## src/rtl/reg_slice_pkg.sv

```systemverilog
//------------------------------------------------------------------------------
// reg_slice_pkg : shared state encoding and occupancy helpers for reg_slice_skid
// Revision: 1.0
//------------------------------------------------------------------------------
`default_nettype none

package reg_slice_pkg;

  localparam int OCC_W = 2;

  typedef logic [1:0] state_t;

  localparam state_t ST_EMPTY = 2'd0;
  localparam state_t ST_ONE   = 2'd1;
  localparam state_t ST_TWO   = 2'd2;

  function automatic logic [OCC_W-1:0] occ_of(input state_t s);
    case (s)
      ST_ONE:  occ_of = 2'd1;
      ST_TWO:  occ_of = 2'd2;
      default: occ_of = 2'd0;
    endcase
  endfunction

endpackage

`default_nettype wire

```

## src/rtl/reg_slice_stage.sv

```systemverilog
//------------------------------------------------------------------------------
// reg_slice_stage : load-enabled data register with synchronous reset value
// Revision: 1.0
//------------------------------------------------------------------------------
`default_nettype none

module reg_slice_stage #(
  parameter int unsigned      WIDTH     = 32,
  parameter logic [WIDTH-1:0] RESET_VAL = {WIDTH{1'b0}}
) (
  input  logic             clk,
  input  logic             Reset,
  input  logic             load,
  input  logic [WIDTH-1:0] d,
  output logic [WIDTH-1:0] q
);

  logic [WIDTH-1:0] r_q;

  always_ff @(posedge clk) begin
    if (Reset) begin
      r_q <= RESET_VAL;
    end else if (load) begin
      r_q <= d;
    end
  end

  assign q = r_q;

endmodule

`default_nettype wire

```

## src/rtl/reg_slice_skid.sv

```systemverilog
//------------------------------------------------------------------------------
// reg_slice_skid : elastic valid/ready register slice with 2-entry skid buffer
// and synchronous flush. Optional stall counter under REG_SLICE_STATS_EN.
// Revision: 1.0
//------------------------------------------------------------------------------
`default_nettype none

module reg_slice_skid
  import reg_slice_pkg::*;
#(
  parameter int unsigned      WIDTH     = 32,
  parameter logic [WIDTH-1:0] RESET_VAL = {WIDTH{1'b0}}
) (
  input  logic             clk,
  input  logic             Reset,
  input  logic             flush,
  input  logic [WIDTH-1:0] in_data,
  input  logic             in_valid,
  output logic             in_ready,
  output logic [WIDTH-1:0] out_data,
  output logic             out_valid,
  input  logic             out_ready,
  output logic [OCC_W-1:0] occupancy
`ifdef REG_SLICE_STATS_EN
  ,
  output logic [31:0]      stall_cnt
`endif
);

  state_t           r_state;
  state_t           w_state_nxt;
  logic             r_in_ready;
  logic             w_in_xfer;
  logic             w_main_load;
  logic             w_skid_load;
  logic             w_main_from_skid;
  logic [WIDTH-1:0] w_main_d;
  logic [WIDTH-1:0] w_main_q;
  logic [WIDTH-1:0] w_skid_q;

  assign w_in_xfer = in_valid & r_in_ready;

  // Flush only moves the state; data registers keep whatever they held.
  always_comb begin
    w_state_nxt      = r_state;
    w_main_load      = 1'b0;
    w_skid_load      = 1'b0;
    w_main_from_skid = 1'b0;
    if (flush) begin
      w_state_nxt = ST_EMPTY;
    end else begin
      case (r_state)
        ST_EMPTY: begin
          if (w_in_xfer) begin
            w_main_load = 1'b1;
            w_state_nxt = ST_ONE;
          end
        end
        ST_ONE: begin
          if (w_in_xfer && out_ready) begin
            w_main_load = 1'b1;
          end else if (w_in_xfer) begin
            w_skid_load = 1'b1;
            w_state_nxt = ST_TWO;
          end else if (out_ready) begin
            w_state_nxt = ST_EMPTY;
          end
        end
        ST_TWO: begin
          if (out_ready) begin
            w_main_load      = 1'b1;
            w_main_from_skid = 1'b1;
            w_state_nxt      = ST_ONE;
          end
        end
        default: begin
          w_state_nxt = ST_EMPTY;
        end
      endcase
    end
  end

  assign w_main_d = w_main_from_skid ? w_skid_q : in_data;

  always_ff @(posedge clk) begin
    if (Reset) begin
      r_state    <= ST_EMPTY;
      r_in_ready <= 1'b1;
    end else begin
      r_state    <= w_state_nxt;
      r_in_ready <= (w_state_nxt != ST_TWO);
    end
  end

  reg_slice_stage #(
    .WIDTH     (WIDTH),
    .RESET_VAL (RESET_VAL)
  ) u_main (
    .clk   (clk),
    .Reset (Reset),
    .load  (w_main_load),
    .d     (w_main_d),
    .q     (w_main_q)
  );

  reg_slice_stage #(
    .WIDTH     (WIDTH),
    .RESET_VAL (RESET_VAL)
  ) u_skid (
    .clk   (clk),
    .Reset (Reset),
    .load  (w_skid_load),
    .d     (in_data),
    .q     (w_skid_q)
  );

  assign in_ready  = r_in_ready;
  assign out_data  = w_main_q;
  assign out_valid = (r_state != ST_EMPTY);
  assign occupancy = occ_of(r_state);

`ifdef REG_SLICE_STATS_EN
  logic [31:0] r_stall_cnt;

  // Saturating count of upstream cycles refused by backpressure.
  always_ff @(posedge clk) begin
    if (Reset) begin
      r_stall_cnt <= 32'd0;
    end else if (in_valid && !r_in_ready && !flush && (r_stall_cnt != 32'hFFFF_FFFF)) begin
      r_stall_cnt <= r_stall_cnt + 32'd1;
    end
  end

  assign stall_cnt = r_stall_cnt;
`endif

endmodule

`default_nettype wire

```

## config.mk

```make
export PLATFORM = sky130hd
export DESIGN_NAME = reg_slice_skid
export DESIGN_NICKNAME = d
export VERILOG_FILES = /design/src/rtl/reg_slice_pkg.sv /design/src/rtl/reg_slice_stage.sv /design/src/rtl/reg_slice_skid.sv
export SDC_FILE = /design/constraint.sdc
export NUM_CORES = 1
export LEC_CHECK = 0
export BUFFER_PORTS_ARGS = -buffer_cell sky130_fd_sc_hd__buf_2
export CAP_MARGIN = 30
export CORE_UTILIZATION = 52
export DETAILED_ROUTE_END_ITERATION = 10
export PLACE_DENSITY_LB_ADDON = 0.25
export RECOVER_POWER = 25
export SLEW_MARGIN = 30
export SYNTH_ARGS = -nofsm -noshare
export SYNTH_HDL_FRONTEND = slang
export SYNTH_SLANG_ARGS = --single-unit
```

## constraint.sdc

```tcl
create_clock -name clk -period 1.8 [get_ports clk]
set_clock_uncertainty 0.05 [all_clocks]
set_input_delay 0.18 -clock clk [delete_from_list [all_inputs] [get_ports clk]]
set_output_delay 0.18 -clock clk [all_outputs]
set_load 0.05 [all_outputs]
```

==> impl_metrics.env <==
export IMPL_cp_max_fo=32
export IMPL_clockBufferDepth=2
export IMPL_yosys_most_used_dff="dfxtp_1"
export IMPL_avgRoutedWirePerCell_um=12.2
export IMPL_cts_setup_buffers=0
export IMPL_powerDensity_mw_per_mm2=1060
export IMPL_dp_cells=393
export IMPL_initial_utilization=0.542
export IMPL_maxCapViolCount=0
export IMPL_io_pins=73
export IMPL_worst_slack_ns=0.146
export IMPL_cts_buffers=9
export IMPL_ant_nets=0
export IMPL_place_congestion=0.680
export IMPL_worstHoldEndpoint="u_skid.q[30]"
export IMPL_leakage_nw=1.51
export IMPL_internal_power_mw=2.61
export IMPL_grtUsageTotal=0.191
export IMPL_n_antenna_cell=0
export IMPL_cp_arrival_ns=1.81
export IMPL_post_synth_top_area_cell="dfxtp_1"
export IMPL_switching_share=0.270
export IMPL_synthesis_nets=302
export IMPL_utilization=0.662
export IMPL_finalCriticalPeriod_ns=1.65
export IMPL_ys_seq_area_frac=0.485
export IMPL_setup_viol=0
export IMPL_ys_warnings_count=0
export IMPL_netlist_area_mm2=0.00277
export IMPL_worstHoldStart="in_data[30]"
export IMPL_area_delta_synth_final_pct=22.2
export IMPL_hold_path_depth=3
export IMPL_hold_viol=0
export IMPL_portBuffers=72
export IMPL_power_share_clock=0.415
export IMPL_seqPwrFrac=0.442
export IMPL_cts_tree="built"
export IMPL_hold_class="input pin to register"
export IMPL_drive_gt1_frac=0.233
export IMPL_netlist_area_leader_share=0.485
export IMPL_drtIter0Drc=99
export IMPL_coreArea_mm2=0.00511
export IMPL_start_kind="register"
export IMPL_cts_repair_resized=0
export IMPL_final_area_mm2=0.00338
export IMPL_holdWs_ns=0.0450
export IMPL_synth_common_cells="dfxtp_1 (67), nor2_1 (65), mux2i_1 (64)"
export IMPL_grt_max_degree=41
export IMPL_rows=26
export IMPL_synth_edf_count=0
export IMPL_grt_pass1_vias=1845
export IMPL_cts_root_buffer="clkbuf_8"
export IMPL_nets=371
export IMPL_die_x_um=75.0
export IMPL_rrSetupSlack_ns=0.15
export IMPL_post_dp_hpwl_um=3360
export IMPL_ir_worst_vdd_mv=0.677
export IMPL_ff2ff_path_depth=5
export IMPL_syn_avg_cell_area_um2=10.4
export IMPL_clk_latency_ns=0.33
export IMPL_cts_hold_buffers=0
export IMPL_grt_pass1_wl_um=7980
export IMPL_cp_startpoint="r_state[0]"
export IMPL_die_y_um=75.0
export IMPL_cp_required_ns=1.95
export IMPL_setup_tns_ns=0
export IMPL_place_ws_ns=0.175
export IMPL_max_freq_mhz=605
export IMPL_dieArea_mm2=0.00562
export IMPL_tightest_slew_ns=0.623
export IMPL_rsz0062_at_grt="no"
export IMPL_outcome="finished clean"
export IMPL_slew_headroom=0.587
export IMPL_reg2reg_to="u_skid.q[19]"
export IMPL_htreeDepth=3
export IMPL_overflow=0
export IMPL_vias=2115
export IMPL_totalWireLength_um=4990
export IMPL_drcViolationCount=0
export IMPL_first_pass_iters=4
export IMPL_path_class="register to register"
export IMPL_p_total_mw=3.58
export IMPL_cts_sinks=67
export IMPL_netlist_top_cells_area="dfxtp_1 (48%), mux2i_1 (23%), nor2_1 (8.8%), a211oi_1 (8.7%), buf_12 (2.2%)"
export IMPL_clkTransAtPathRegs_ns=0.07
export IMPL_finalNonFillerCells=409
export IMPL_async_flop_share=0
export IMPL_synthCells=265
export IMPL_slew_violations=0
export IMPL_worstSetupEndpointType="register"
export IMPL_antenna_found_initial=0
export IMPL_synth_most_common_cell="dfxtp_1"
export IMPL_post_dp_cell_area_mm2=0.00317
export IMPL_yosys_register_bits=67
export IMPL_p_switching_mw=0.968
export IMPL_synth_cell_types=25
export IMPL_vias_per_cell=5.17
export IMPL_comb_power_share=0.143
export IMPL_rr_startpoint="r_state[0]"
export IMPL_final_period_utilization=0.919
[critical path, stage by stage, from the launching register on]
cell and delay (ns):
dfxtp_2 0.38, nor2b_4 0.16, or4b_4 0.48, buf_12 0.20, mux2i_1 0.17, nor2_1 0.05
[power groups by stage]
stage | sequential, mW | clock, mW | combinational (mW)
global placement | 1.61 | 0 | 0.524
detailed placement | 1.61 | 0 | 0.529
floorplan | 1.82 | 0 | 0.177
finish | 1.58 | 1.49 | 0.513
global route | 1.59 | 1.59 | 0.554
CTS | 1.58 | 1.53 | 0.530
[layout by cell type (no fill, tap or decap), drive strengths merged]
master / count
nand4bb: 1
nand2: 1
buf: 55
nand4b: 1
bufinv: 3
and2b: 1
a31oi: 2
nor2b: 1
a311oi: 1
nor2: 65
or4: 1
clkbuf: 34
o21bai: 1
or2: 1
a211oi: 32
or4b: 1
mux2i: 64
nand3b: 1
inv: 1
clkinv: 1
dfxtp: 67
and3b: 2
clkinvlp: 2
[area by class of cell]
class                      instances  area [µm²]
multi-input combinational        176        1270
tap                               70        87.6
sequential                        67        1340
clock buffer                      10         128
inverter                           1        3.75
clock inverter                     6         114
fill                             439        1730
timing repair buffer              79         433
[routing by layer]
layer	wire [µm]	up-vias	global-route usage	part of all wire
li1	-	1088	-	-
met1	2290	950	0.236	0.46
met2	2300	65	0.291	0.46
met3	305	12	0.0643	0.061
met4	99	0	0.109	0.020
met5	0	-	0	0
[worst max path at each step]
stage / to
3_3_place_gp: u_skid.q[15]
2_1_floorplan: u_skid.q[10]
6_report: u_skid.q[19]
4_1_cts: u_skid.q[9]
3_5_place_dp: u_skid.q[20]
5_1_grt: u_main.q[6]
[flip-flops by register name, indices dropped and copies added, names as in the netlist]
| register | cells |
|---|---|
| r_state | 2 |
| u_main.q | 32 |
| in_ready | 1 |
| u_skid.q | 32 |
[cell families (layout without fill, tap and decap cells)]
kind of cell | count (synthesis) | after routing | synth area share
AOI/OAI and AO/OA | 36 | 36 | 0.0995
DFF | 67 | 67 | 0.485
buffers and inverters | 22 | 96 | 0.0610
muxes | 64 | 64 | 0.231
and+or+nand+nor | 76 | 76 | 0.123
No activity file was read; power rests on OpenSTA's default activity.
